`src/rtl/dmem_lsu.sv`:
```
// dmem_lsu: load/store front end for the dmem_ext byte-lane data memory.
//
// It accepts byte-addressed load/store requests over a valid/ready handshake.
// It drives the memory strobes, the lane enables, the word address and the
// lane-positioned data. Loads are lane-aligned and then sign- or zero-extended.
// An access that crosses a word boundary becomes two word transactions, and
// the two results are merged. Each request gets exactly one response.
//
// Ports:
//   clk, reset                 clock, asynchronous active-high reset
//   req_valid/req_ready        request handshake
//   req_store, req_size,       request: store flag, size (0=B 1=H 2=W 3=illegal),
//   req_unsigned, req_addr,    zero-extend flag, byte address,
//   req_wdata                  right-justified store data
//   rsp_valid/rsp_ready        response handshake
//   rsp_rdata, rsp_store,      response: extended load data, store echo,
//   rsp_err                    illegal-size flag
//   mem_valid_st, mem_spec_ld  memory store / load strobes
//   mem_we, mem_addr, mem_din  lane enables, word address, store data
//   mem_dout                   memory read data (one cycle after mem_spec_ld)
module dmem_lsu #(
   parameter int ADDR_WIDTH = 10
) (
   input  logic                  clk,
   input  logic                  reset,
   input  logic                  req_valid,
   output logic                  req_ready,
   input  logic                  req_store,
   input  logic [1:0]            req_size,
   input  logic                  req_unsigned,
   input  logic [ADDR_WIDTH+1:0] req_addr,
   input  logic [31:0]           req_wdata,
   output logic                  rsp_valid,
   input  logic                  rsp_ready,
   output logic [31:0]           rsp_rdata,
   output logic                  rsp_store,
   output logic                  rsp_err,
   output logic                  mem_valid_st,
   output logic                  mem_spec_ld,
   output logic [3:0]            mem_we,
   output logic [ADDR_WIDTH-1:0] mem_addr,
   output logic [31:0]           mem_din,
   input  logic [31:0]           mem_dout
);

   typedef enum logic [1:0] {IDLE, LD1, LD2, ST2} state_t;

   // The size's byte ones are shifted into an 8-lane window.
   // Bits [3:0] are the lanes of the first word and bits [7:4] are the lanes
   // of the next word. The access is split whenever the upper nibble is nonzero.
   function automatic logic [7:0] lane_mask(input logic [1:0] size, input logic [1:0] off);
      logic [3:0] ones;
      case (size)
         2'd0:    ones = 4'b0001;
         2'd1:    ones = 4'b0011;
         default: ones = 4'b1111;
      endcase
      return {4'b0000, ones} << off;
   endfunction

   // src holds {second word, first word}. For an unsplit load the upper half is zero.
   function automatic logic [31:0] fmt(input logic [63:0] src, input logic [1:0] off,
                                       input logic [1:0] size, input logic uns);
      logic [31:0] sh;
      sh = 32'(src >> {off, 3'b000});
      case (size)
         2'd0:    return {{24{~uns & sh[7]}}, sh[7:0]};
         2'd1:    return {{16{~uns & sh[15]}}, sh[15:0]};
         default: return sh;
      endcase
   endfunction

   state_t                state_q, state_d;
   logic [1:0]            off_q, off_d, size_q, size_d;
   logic                  uns_q, uns_d, split_q, split_d;
   logic [ADDR_WIDTH-1:0] wa_q, wa_d;
   logic [31:0]           wdata_q, wdata_d, hold_q, hold_d;
   logic                  rsp_valid_q, rsp_valid_d, rsp_store_q, rsp_store_d, rsp_err_q, rsp_err_d;
   logic [31:0]           rsp_rdata_q, rsp_rdata_d;

   logic [1:0]            req_off;
   logic [ADDR_WIDTH-1:0] req_wa, wa_next;
   logic [7:0]            req_mask, ctx_mask;
   logic                  accept;

   assign req_off  = req_addr[1:0];
   assign req_wa   = req_addr[ADDR_WIDTH+1:2];
   assign req_mask = lane_mask(req_size, req_off);
   assign ctx_mask = lane_mask(size_q, off_q);
   assign wa_next  = wa_q + {{(ADDR_WIDTH-1){1'b0}}, 1'b1};   // wraps to 0

   assign req_ready = (state_q == IDLE) && (!rsp_valid_q || rsp_ready);
   assign accept    = req_valid && req_ready;

   assign rsp_valid = rsp_valid_q;
   assign rsp_rdata = rsp_rdata_q;
   assign rsp_store = rsp_store_q;
   assign rsp_err   = rsp_err_q;

   always_comb begin
      state_d      = state_q;
      off_d        = off_q;
      size_d       = size_q;
      uns_d        = uns_q;
      split_d      = split_q;
      wa_d         = wa_q;
      wdata_d      = wdata_q;
      hold_d       = hold_q;
      rsp_valid_d  = rsp_valid_q && !rsp_ready;
      rsp_rdata_d  = rsp_rdata_q;
      rsp_store_d  = rsp_store_q;
      rsp_err_d    = rsp_err_q;
      mem_valid_st = 1'b0;
      mem_spec_ld  = 1'b0;
      mem_we       = 4'b0000;
      mem_addr     = '0;
      mem_din      = 32'h0;

      case (state_q)
         IDLE: if (accept) begin
            off_d   = req_off;
            size_d  = req_size;
            uns_d   = req_unsigned;
            split_d = |req_mask[7:4];
            wa_d    = req_wa;
            wdata_d = req_wdata;
            if (req_size == 2'd3) begin
               rsp_valid_d = 1'b1;
               rsp_rdata_d = 32'h0;
               rsp_store_d = req_store;
               rsp_err_d   = 1'b1;
            end else if (req_store) begin
               mem_valid_st = 1'b1;
               mem_addr     = req_wa;
               mem_we       = req_mask[3:0];
               mem_din      = req_wdata << {req_off, 3'b000};
               if (|req_mask[7:4]) begin
                  state_d = ST2;
               end else begin
                  rsp_valid_d = 1'b1;
                  rsp_rdata_d = 32'h0;
                  rsp_store_d = 1'b1;
                  rsp_err_d   = 1'b0;
               end
            end else begin
               mem_spec_ld = 1'b1;
               mem_addr    = req_wa;
               state_d     = LD1;
            end
         end
         LD1: begin
            if (split_q) begin
               hold_d      = mem_dout;
               mem_spec_ld = 1'b1;
               mem_addr    = wa_next;
               state_d     = LD2;
            end else begin
               rsp_valid_d = 1'b1;
               rsp_rdata_d = fmt({32'h0, mem_dout}, off_q, size_q, uns_q);
               rsp_store_d = 1'b0;
               rsp_err_d   = 1'b0;
               state_d     = IDLE;
            end
         end
         LD2: begin
            rsp_valid_d = 1'b1;
            rsp_rdata_d = fmt({mem_dout, hold_q}, off_q, size_q, uns_q);
            rsp_store_d = 1'b0;
            rsp_err_d   = 1'b0;
            state_d     = IDLE;
         end
         ST2: begin
            // Spilled lanes land at the bottom of the next word.
            mem_valid_st = 1'b1;
            mem_addr     = wa_next;
            mem_we       = ctx_mask[7:4];
            mem_din      = wdata_q >> {3'd4 - {1'b0, off_q}, 3'b000};
            rsp_valid_d  = 1'b1;
            rsp_rdata_d  = 32'h0;
            rsp_store_d  = 1'b1;
            rsp_err_d    = 1'b0;
            state_d      = IDLE;
         end
         default: state_d = IDLE;
      endcase
   end

   always_ff @(posedge clk or posedge reset) begin
      if (reset) begin
         state_q     <= IDLE;
         off_q       <= 2'd0;
         size_q      <= 2'd0;
         uns_q       <= 1'b0;
         split_q     <= 1'b0;
         wa_q        <= '0;
         wdata_q     <= 32'h0;
         hold_q      <= 32'h0;
         rsp_valid_q <= 1'b0;
         rsp_rdata_q <= 32'h0;
         rsp_store_q <= 1'b0;
         rsp_err_q   <= 1'b0;
      end else begin
         state_q     <= state_d;
         off_q       <= off_d;
         size_q      <= size_d;
         uns_q       <= uns_d;
         split_q     <= split_d;
         wa_q        <= wa_d;
         wdata_q     <= wdata_d;
         hold_q      <= hold_d;
         rsp_valid_q <= rsp_valid_d;
         rsp_rdata_q <= rsp_rdata_d;
         rsp_store_q <= rsp_store_d;
         rsp_err_q   <= rsp_err_d;
      end
   end

endmodule
```
`config.mk`:
```
export PLATFORM = sky130hd
export DESIGN_NAME = dmem_lsu
export DESIGN_NICKNAME = d
export VERILOG_FILES = /design/src/rtl/dmem_lsu.sv
export SDC_FILE = /design/constraint.sdc
export NUM_CORES = 1
export LEC_CHECK = 0
export ABC_AREA = 1
export CAP_MARGIN = 20
export CORE_MARGIN = 2
export CORE_UTILIZATION = 53
export CTS_CLUSTER_SIZE = 12
export DETAILED_ROUTE_END_ITERATION = 10
export HOLD_SLACK_MARGIN = 0.12
export PLACE_DENSITY = 0.93
export SLEW_MARGIN = 40
export SYNTH_ARGS = -nofsm -noshare
export SYNTH_HDL_FRONTEND = slang
export SYNTH_SLANG_ARGS = --single-unit
```
`constraint.sdc`:
```
create_clock -name clk -period 11.1 [get_ports clk]
set_input_delay 3.33 -clock clk [delete_from_list [all_inputs] [get_ports clk]]
set_output_delay 3.33 -clock clk [all_outputs]
set_load 0.01 [all_outputs]
```
==> out/qor_table.md, run 1 <==
| Quantity | Reported | Unit |
|:---|:---|:---|
| Clock-pin slew reported for the worst setup and hold paths after clock tree synthesis | 0.05 | ns |
| Fraction of final layout cells sized beyond drive strength 1 | 0.04975 | - |
| Detailed-route via count | 9394 | - |
| Maximum Capacitance Violations | 0 | - |
| Clock Latency Late Sink | 0.43 | ns |
| Worst setup SP type | input port | - |
| Rel. slew slack | 0.4601 | - |
| Antenna violations before repair | 0 | - |
| Relative area change from synthesis to final layout | 27.79 | % |
| Sequential cell area fraction in the yosys report | 0.3588 | - |
| R2r endpoint | rsp_rdata[15] | - |
| Yosys warning count | 0 | - |
| DIE AREA | 16400 | um^2 |
| Number of antenna cells inserted | 0 | - |
| Drt first-iter violations | 1040 | - |
| Total chip power | 2.942 | mW |
| Core area | 15150 | um^2 |
| Cells along the critical path | clkdlybuf4s50_1, nand2_1, nand3_2, inv_1, nand2_1, o21ai_0, clkdlybuf4s50_1 | - |
| Final GP Congestion | 0.9749 | - |
| Total grt overflow | 0 | - |
| HPWL after detailed placement | 18790 | um |
| Reg2Reg Setup Slack | 7.21 | ns |
| Drt pass-1 iters | 8 | - |
| Sw Ratio | 0.4645 | - |
| WHS Path Cells | 2 | - |
| Count of endpoints failing hold in the final timing report | 0 | - |
| Total routing usage reported by global routing | 0.3435 | - |
| Leakage Power | 4.989 | nW |
| CTS tree | built | - |
| Via-to-Cell Ratio | 5.890 | - |
| Hold endpoint | wdata_q[5] | - |
| Largest net degree at the start of global routing | 120 | - |
| RSZ-0062 raised after global routing | no | - |
| Chip height | 128.1 | um |
| Internal power | 1.575 | mW |
| Number of CTS-inserted buffers | 17 | - |
| Final-stage net count | 1487 | - |
| Slowest stage cell, crit path | clkdlybuf4s50_1 | - |
| Power share of the sequential group | 0.259 | - |
| Vias in the first global route | 8953 | - |
| Power per unit of standard cell area | 282.2 | nW/um^2 |
| Clock Path Buffers | 2 | - |
| FF-to-FF Start | state_q[1] | - |
| Worst voltage drop across the vdd grid | 186.1 | uV |
| FMAX | 0.1070 | GHz |
| Hold path startpoint | wdata_q[5] | - |
| Post-synthesis area per instance | 6.379 | um^2 |
| Number of port buffers | 167 | - |
| Total nets after synthesis | 1371 | - |
| Final-report setup violation count | 0 | - |
| Delay of the slowest critical-path stage | 0.58 | ns |
| Routed Antenna Nets | 0 | - |
| Number of library cell types mapped by synthesis | 38 | - |
| Overall die width | 128.1 | um |
| Setup TNS Final | 0 | ns |
| Clock network fraction of total power | 0.210 | - |
| Ports placed on the boundary | 168 | - |
| Net load switching power | 1.367 | mW |
| Kind of end point of the critical path | output port | - |
| Family with the most delay on the worst path | buffers and inverters | - |
| Post-synthesis cell count | 1279 | - |
| Max Slew Vio Count | 0 | - |
| H-tree depth | 4 | - |
| Cell Count Post-Placement | 1564 | - |
| Classification of the worst-slack hold path | flip-flop to flip-flop | - |
| Number of rows in the core area | 45 | - |
| Hold bufs inserted after CTS | 0 | - |
| Clock skew | 0.008460 | ns |
| Clock root buffer | clkbuf_16 | - |
| Combinational Power Share | 0.531 | - |
| Period utilisation layout | 0.8424 | - |
| Post-route minimum period | 9.350 | ns |
| Mapped Area | 8159 | um^2 |
| WL/cell | 17.30 | um |
| Remaining design rule violation count | 0 | - |
| Initial core utilization | 0.5387 | - |
| Outcome | finished clean | - |
| Number of buffer and inverter stages on the critical path | 3 | - |
| Endpoint required time on the critical path | 7.77 | ns |
| Number of synthesized register bits | 117 | - |
| First-pass GRT wire length | 44450 | um |
| Final design utilization | 0.6884 | - |
| WL final | 27590 | um |
| Post-cts sizing count | 0 | - |
| Largest fanout on the critical path | 14 | - |
| Post-CTS setup repair buffer count | 0 | - |
| Number of cells in the finished layout apart from fillers | 1595 | - |
| Number of sinks driven by the clock tree | 117 | - |
| Worst reg2reg path depth | 10 | - |
| Slew at the pin closest to its max-slew limit | 0.8089 | ns |
| Worst EP arrival | 6.02 | ns |
| Critical path class | input port to output port | - |
==> synth_stat cells, drive strengths merged <==
cell | count | share of area
o22ai | 11 | 0.0084
a21oi | 56 | 0.035
xor2 | 1 | 0.0011
o22a | 1 | 0.0011
inv | 97 | 0.045
nor2 | 66 | 0.032
clkinv | 3 | 0.0014
a211oi | 1 | 0.00092
nand2 | 528 | 0.24
o21a | 1 | 0.00092
nor3 | 6 | 0.0051
mux2i | 5 | 0.0061
o211ai | 22 | 0.020
a2bb2oi | 1 | 0.0011
o21ai | 164 | 0.10
buf | 46 | 0.033
a32oi | 3 | 0.0032
ha | 8 | 0.012
a31oi | 1 | 0.00077
o32ai | 3 | 0.0032
dfrtp | 117 | 0.36
clkbuf | 34 | 0.016
o31ai | 1 | 0.00092
or2 | 10 | 0.0077
nand4 | 1 | 0.00077
a22oi | 6 | 0.0055
nand3 | 86 | 0.056
==> cell usage in the layout (no fill, tap or decap), types with 2 or more instances in the layout <==
| master | netlist | layout |
|---|---|---|
| or2_2 | 10 | 10 |
| clkdlybuf4s50_1 | 0 | 167 |
| o22ai_1 | 11 | 11 |
| buf_4 | 7 | 8 |
| clkinv_1 | 3 | 3 |
| a22oi_1 | 6 | 6 |
| clkinv_2 | 0 | 3 |
| inv_2 | 4 | 4 |
| ha_1 | 8 | 8 |
| o21ai_0 | 161 | 161 |
| nor2_1 | 64 | 62 |
| nand3_2 | 5 | 5 |
| nor2_4 | 2 | 2 |
| a21oi_1 | 55 | 55 |
| nand2_2 | 3 | 3 |
| o32ai_1 | 3 | 3 |
| inv_1 | 93 | 92 |
| nor3_1 | 5 | 5 |
| nand3_1 | 81 | 81 |
| clkbuf_16 | 0 | 17 |
| clkbuf_8 | 0 | 4 |
| nor2_2 | 0 | 2 |
| dfrtp_1 | 117 | 116 |
| o211ai_1 | 22 | 22 |
| o21ai_1 | 3 | 3 |
| a32oi_1 | 3 | 3 |
| bufinv_16 | 0 | 5 |
| nand2_1 | 525 | 525 |
| mux2i_1 | 5 | 5 |
==> worst register-to-register path, stage by stage, from the launching register on <==
cell and delay, ns:
dfrtp_1 0.42, inv_1 0.11, ha_1 0.46, nand2_1 0.20
buf_4 0.45, inv_1 0.40, a21oi_2 0.23, nand2_2 0.42
nor2_4 0.74, o21ai_0 0.28, nand2_1 0.11
==> logic make-up (layout without fill, tap and decap cells) <==
group,Yosys count,in the layout,share of synthesized area
AND/OR/NAND/NOR,697,697,0.3453
AO/OA/AOI/OAI,271,271,0.1817
buffers and inverters,180,308,0.09461
flip-flops,117,117,0.3588
adder cells (fa/ha/maj),8,8,0.01227
multiplexers,5,5,0.006134
XOR/XNOR,1,1,0.001074
==> sequential cells by signal, indices dropped and copies added, names as in the netlist <==
name and flops:
state_q 2, off_q 2, rsp_store 1, rsp_valid 1, wdata_q 32, hold_q 32, uns_q 1, size_q 2
wa_q 10, split_q 1, rsp_rdata 32, rsp_err 1
==> layer usage <==
| metal | up-vias | global-route usage | wire, um |
|---|---|---|---|
| met5 | - | 0 | 0 |
| met4 | 0 | 0.1823 | 1429 |
| met3 | 132 | 0.08932 | 2789 |
| met2 | 604 | 0.5634 | 12820 |
| met1 | 4301 | 0.4159 | 10550 |
| li1 | 4357 | - | - |
==> power by group through the flow <==
| stage | logic, mW | registers (mW) | clock network (mW) |
|---|---|---|---|
| floorplan | 1.06 | 0.743 | 0 |
| global placement | 1.47 | 0.751 | 0 |
| detailed placement | 1.51 | 0.757 | 0 |
| CTS | 1.53 | 0.758 | 0.618 |
| global route | 1.73 | 0.782 | 0.637 |
| finish | 1.56 | 0.762 | 0.618 |
==> worst max path at each step <==
stage,from,endpoint,slack (ns),cells past startpoint
finish,req_size[1],mem_din[29],1.75,7
floorplan,rsp_ready,mem_din[8],3.39,9
CTS,req_size[1],mem_din[29],1.78,7
global route,req_size[1],mem_din[30],1.63,7
global placement,req_size[1],mem_din[29],1.98,7
detailed placement,req_size[1],mem_din[29],1.81,7
==> layout make-up <==
class | instances | area [um^2]
Clock buffer | 22 | 484.2
Clock inverter | 9 | 172.7
Fill cell | 1238 | 4720
Inverter | 100 | 377.9
Multi-Input combinational cell | 982 | 4464
Sequential cell | 117 | 2929
Tap cell | 188 | 235.2
Timing Repair Buffer | 177 | 1763
==> metrics by stage <==
stage	hold WS, ns	setup WS, ns	area (um^2)
final	0.4693	1.750	10430
after global routing	0.4937	1.630	10430
after CTS	0.4669	1.778	10430
after detailed placement	0.4541	1.814	9769
after global placement	0.4483	1.976	9741
after floorplan	0.4367	3.390	8159
No activity file was read; power rests on OpenSTA's default activity.
==> run 2: changes to the inputs <==
==> constraint.sdc (replaced) <==
create_clock -name clk -period 9.75 [get_ports clk]
set_input_delay 2.925 -clock clk [delete_from_list [all_inputs] [get_ports clk]]
set_output_delay 2.925 -clock clk [all_outputs]
set_load 0.01 [all_outputs]
==> out/qor_table.md, run 2 (synthesized netlist as in run 1, its figures left out) <==
| Quantity | Reported | Unit |
|:---|:---|:---|
| Leakage Power | 4.933 | nW |
| R2r endpoint | rsp_rdata[15] | - |
| Final-stage net count | 1485 | - |
| WL/cell | 16.82 | um |
| Internal power | 1.709 | mW |
| Clock Latency Late Sink | 0.43 | ns |
| WHS Path Cells | 2 | - |
| Number of sinks driven by the clock tree | 117 | - |
| Clock network fraction of total power | 0.191 | - |
| Core area | 15150 | um^2 |
| Power share of the sequential group | 0.267 | - |
| Total routing usage reported by global routing | 0.3386 | - |
| HPWL after detailed placement | 18710 | um |
| FMAX | 0.1180 | GHz |
| Commonest non-fill, non-tap cells in the layout | 525 x nand2_1, 167 x clkdlybuf4s50_1, 161 x o21ai_0, 116 x dfrtp_1, 92 x inv_1 | - |
| Period utilisation layout | 0.8694 | - |
| Placed inst area | 9748 | um^2 |
| Count of endpoints failing hold in the final timing report | 0 | - |
| Routed Antenna Nets | 0 | - |
| Ports placed on the boundary | 168 | - |
| Clock root buffer | clkbuf_16 | - |
| Via-to-Cell Ratio | 5.827 | - |
| Worst reg2reg path depth | 10 | - |
| Fraction of final layout cells sized beyond drive strength 1 | 0.04765 | - |
| Rel. slew slack | 0.4756 | - |
| Number of cells in the finished layout apart from fillers | 1594 | - |
| Outcome | finished clean | - |
| Detailed-route via count | 9289 | - |
| Largest net degree at the start of global routing | 119 | - |
| Hold path startpoint | rsp_rdata[8] | - |
| First-pass GRT wire length | 43930 | um |
| Number of CTS-inserted buffers | 17 | - |
| CTS tree | built | - |
| Critical path class | input port to output port | - |
| Total grt overflow | 0 | - |
| Power per unit of standard cell area | 313.4 | nW/um^2 |
| Chip height | 128.1 | um |
| Largest fanout on the critical path | 14 | - |
| DIE AREA | 16400 | um^2 |
| Post-cts sizing count | 0 | - |
| Relative area change from synthesis to final layout | 26.59 | % |
| Drt first-iter violations | 965 | - |
| Max Slew Vio Count | 0 | - |
| Reg2Reg Setup Slack | 5.86 | ns |
| Slew at the pin closest to its max-slew limit | 0.7857 | ns |
| Final standard cell area without fillers | 10330 | um^2 |
| Clock-pin slew reported for the worst setup and hold paths after clock tree synthesis | 0.05 | ns |
| Setup TNS Final | 0 | ns |
| Cell Count Post-Placement | 1562 | - |
| Most common cell after layout, fill and taps aside | nand2_1 | - |
| Overall die width | 128.1 | um |
| Post-route minimum period | 8.477 | ns |
| Worst EP arrival | 5.55 | ns |
| Net load switching power | 1.527 | mW |
| Drt pass-1 iters | 6 | - |
| Hold bufs inserted after CTS | 0 | - |
| Final hold slack | 0.4745 | ns |
| Antenna violations before repair | 0 | - |
| Sw Ratio | 0.4719 | - |
| Endpoint required time on the critical path | 6.83 | ns |
| Hold endpoint | rsp_rdata[8] | - |
| Combinational Power Share | 0.542 | - |
| Number of antenna cells inserted | 0 | - |
| Final GP Congestion | 0.9434 | - |
| RSZ-0062 raised after global routing | no | - |
| Classification of the worst-slack hold path | flip-flop to flip-flop | - |
| Worst setup SP type | input port | - |
| Final design utilization | 0.6820 | - |
| Clock skew | 0.01226 | ns |
| Number of rows in the core area | 45 | - |
| Initial core utilization | 0.5387 | - |
| Kind of end point of the critical path | output port | - |
| Maximum Capacitance Violations | 0 | - |
| FF-to-FF Start | state_q[1] | - |
| Number of port buffers | 167 | - |
| Vias in the first global route | 8925 | - |
| Post-CTS setup repair buffer count | 0 | - |
| H-tree depth | 4 | - |
| Worst voltage drop across the vdd grid | 253.8 | uV |
| Final-report setup violation count | 0 | - |
| Clock Path Buffers | 2 | - |
| WL final | 26820 | um |
| Remaining design rule violation count | 0 | - |
[run 2: changes by cell type in the layout (fill, tap and decap cells not counted), sizes merged]
cell and delta:
clkinvlp +1, bufinv -3, clkbuf +2, clkinv +1
buf -2
[run 2: per-stage QoR]
stage / total power, mW / setup WS (ns)
6_report: 3.237 / 1.273
5_1_grt: 3.487 / 1.116
4_1_cts: 3.204 / 1.291
3_5_place_dp: 2.574 / 1.303
3_3_place_gp: 2.521 / 1.397
2_1_floorplan: 2.048 / 2.850
[run 2: worst max-delay path, stage by stage]
cell and delay (ns):
clkdlybuf4s50_1 0.49, nand2_1 0.44, nand3_2 0.21, inv_1 0.24
nand2_1 0.37, o21ai_0 0.30, clkdlybuf4s50_1 0.57
[run 2: how the worst max path moves through the flow]
stage / start / to / slack (ns) / cells after the start
6_report: req_size[1] / mem_din[30] / 1.27 / 7
5_1_grt: req_size[1] / mem_din[29] / 1.12 / 7
4_1_cts: req_size[1] / mem_din[30] / 1.29 / 7
3_5_place_dp: req_size[1] / mem_din[30] / 1.30 / 7
3_3_place_gp: req_size[1] / mem_din[29] / 1.40 / 7
2_1_floorplan: rsp_ready / mem_din[8] / 2.85 / 9
[run 2: power by group through the flow]
| stage | Clock (mW) | Sequential, mW | Combinational [mW] |
|---|---|---|---|
| floorplan | 0 | 0.845 | 1.20 |
| global placement | 0 | 0.854 | 1.67 |
| detailed placement | 0 | 0.861 | 1.71 |
| CTS | 0.620 | 0.858 | 1.73 |
| global route | 0.643 | 0.889 | 1.96 |
| finish | 0.620 | 0.863 | 1.75 |
[run 2: final cells by class]
cell class	instances	area [um^2]
Tap cell	188	235.2
Clock inverter	8	98.84
Timing Repair Buffer	175	1739
Fill cell	1332	4817
Clock buffer	24	481.7
Multi-Input combinational cell	982	4467
Sequential cell	117	2929
Inverter	100	377.9
[run 2: per-layer routing]
| metal | up-vias | wire (um) | GRT usage |
|---|---|---|---|
| li1 | 4354 | - | - |
| met1 | 4232 | 10280 | 0.4162 |
| met2 | 593 | 12470 | 0.5442 |
| met3 | 110 | 2755 | 0.08347 |
| met4 | 0 | 1317 | 0.1946 |
| met5 | - | 0 | 0 |
==> run 3: changes to the inputs <==
==> constraint.sdc (replaced) <==
create_clock -name clk -period 9.75 [get_ports clk]
set_input_delay 2.925 -clock clk [delete_from_list [all_inputs] [get_ports clk]]
set_output_delay 2.925 -clock clk [all_outputs]
set_load 0.05 [all_outputs]
==> out/qor_table.md, run 3 (synthesized netlist as in run 1, its figures left out) <==
| Quantity | Reported | Unit |
|:---|:---|:---|
| Setup TNS Final | 0 | ns |
| Combinational Power Share | 0.569 | - |
| First-pass GRT wire length | 42260 | um |
| Rel. slew slack | 0.4748 | - |
| Power share of the sequential group | 0.246 | - |
| Number of CTS-inserted buffers | 17 | - |
| Final-report setup violation count | 0 | - |
| Ports placed on the boundary | 168 | - |
| Power per unit of standard cell area | 341.8 | nW/um^2 |
| H-tree depth | 4 | - |
| Worst setup SP type | input port | - |
| WL/cell | 16.40 | um |
| Area of the multi-input gates | 4467 | um^2 |
| Endpoint required time on the critical path | 6.83 | ns |
| Outcome | finished clean | - |
| Post-route minimum period | 8.704 | ns |
| Kind of end point of the critical path | output port | - |
| Initial core utilization | 0.5387 | - |
| Internal power | 1.729 | mW |
| Final GP Congestion | 0.9628 | - |
| Sw Ratio | 0.5090 | - |
| Number of antenna cells inserted | 0 | - |
| RSZ-0062 raised after global routing | no | - |
| Chip height | 128.1 | um |
| Clock skew | 0.009339 | ns |
| DIE AREA | 16400 | um^2 |
| WL final | 26150 | um |
| Overall die width | 128.1 | um |
| Maximum Capacitance Violations | 0 | - |
| Most common cell after layout, fill and taps aside | nand2_1 | - |
| Post-CTS setup repair buffer count | 0 | - |
| CTS tree | built | - |
| HPWL after detailed placement | 18200 | um |
| Leakage Power | 5.011 | nW |
| Vias in the first global route | 8750 | - |
| Fraction of final layout cells sized beyond drive strength 1 | 0.07178 | - |
| Number of sinks driven by the clock tree | 117 | - |
| Final design utilization | 0.6802 | - |
| Final hold slack | 0.4738 | ns |
| Worst reg2reg path depth | 10 | - |
| Antenna violations before repair | 0 | - |
| Count of endpoints failing hold in the final timing report | 0 | - |
| Worst EP arrival | 5.78 | ns |
| Net load switching power | 1.793 | mW |
| Largest net degree at the start of global routing | 119 | - |
| Period utilisation layout | 0.8927 | - |
| Classification of the worst-slack hold path | flip-flop to flip-flop | - |
| Worst voltage drop across the vdd grid | 250.0 | uV |
| Flip-flop and latch area | 2929 | um^2 |
| Number of port buffers | 167 | - |
| Hold bufs inserted after CTS | 0 | - |
| Placed inst area | 9679 | um^2 |
| Drt first-iter violations | 964 | - |
| FMAX | 0.1149 | GHz |
| Drt pass-1 iters | 6 | - |
| Commonest non-fill, non-tap cells in the layout | 525 x nand2_1, 161 x o21ai_0, 138 x clkdlybuf4s50_1, 116 x dfrtp_1, 92 x inv_1 | - |
| Capturing element of the worst setup path | mem_din[18] | - |
| Largest fanout on the critical path | 32 | - |
| Clock Latency Late Sink | 0.42 | ns |
| Clock root buffer | clkbuf_16 | - |
| Slew at the pin closest to its max-slew limit | 0.7869 | ns |
| Clock network fraction of total power | 0.186 | - |
| Number of rows in the core area | 45 | - |
| Via-to-Cell Ratio | 5.794 | - |
| Fill cell instance count of the final layout | 1259 | - |
| Reg2Reg Setup Slack | 5.93 | ns |
| Worst setup path startpoint | rsp_ready | - |
| Relative area change from synthesis to final layout | 26.27 | % |
| Remaining design rule violation count | 0 | - |
| Routed Antenna Nets | 0 | - |
| Max Slew Vio Count | 0 | - |
| WHS Path Cells | 2 | - |
| Detailed-route via count | 9241 | - |
| Total routing usage reported by global routing | 0.3251 | - |
| FF-to-FF Start | state_q[1] | - |
| Final-stage net count | 1486 | - |
| Critical path class | input port to output port | - |
| Core area | 15150 | um^2 |
| Final standard cell area without fillers | 10300 | um^2 |
| Total grt overflow | 0 | - |
| Clock Path Buffers | 2 | - |
| Post-cts sizing count | 0 | - |
| R2r endpoint | rsp_rdata[15] | - |
| Clock-pin slew reported for the worst setup and hold paths after clock tree synthesis | 0.05 | ns |
[run 3: worst max-delay path, cell delays in order]
cell	delay, ns
clkdlybuf4s50_1	0.45
inv_1	0.03
nand2_1	0.09
nand2_2	0.09
nor2_4	0.47
nand3_2	0.25
inv_1	0.28
o211ai_1	0.13
a21oi_1	0.21
clkdlybuf4s50_1	0.84
[run 3: worst min-delay path by stage]
stage | to | startpoint | slack (ns)
2_1_floorplan | wdata_q[5] | wdata_q[5] | 0.44
3_3_place_gp | wdata_q[5] | wdata_q[5] | 0.45
3_5_place_dp | rsp_rdata[18] | rsp_rdata[18] | 0.46
4_1_cts | wdata_q[5] | wdata_q[5] | 0.48
5_1_grt | wdata_q[5] | wdata_q[5] | 0.49
6_report | rsp_rdata[17] | rsp_rdata[17] | 0.47
[run 3: power by group through the flow]
stage | clock [mW] | combinational [mW] | sequential, mW
CTS | 0.655 | 1.98 | 0.860
detailed placement | 0 | 1.97 | 0.860
finish | 0.653 | 2.00 | 0.865
global placement | 0 | 1.93 | 0.853
global route | 0.675 | 2.21 | 0.890
floorplan | 0 | 1.31 | 1.02
[run 3: final cells by class]
| type | count | area share |
|---|---|---|
| Timing Repair Buffer | 176 | 0.1625 |
| Sequential cell | 117 | 0.2843 |
| Multi-Input combinational cell | 982 | 0.4336 |
| Clock buffer | 20 | 0.04530 |
| Inverter | 100 | 0.03668 |
| Tap cell | 188 | 0.02283 |
| Clock inverter | 12 | 0.01482 |
[run 3: per-layer routing]
| metal | track usage | wire, um |
|---|---|---|
| met1 | 0.3966 | 9961 |
| met2 | 0.5461 | 12480 |
| met3 | 0.06803 | 2576 |
| met4 | 0.1648 | 1136 |
| met5 | 0 | 0 |
[run 3: metrics by stage]
step / worst slack (ns) / instances / total power, mW
floorplan: 2.126 / 1279 / 2.322
global placement: 1.137 / 1563 / 2.781
detailed placement: 1.083 / 1563 / 2.825
CTS: 1.070 / 1595 / 3.494
global route: 0.8958 / 1595 / 3.771
finish: 1.046 / 1595 / 3.522
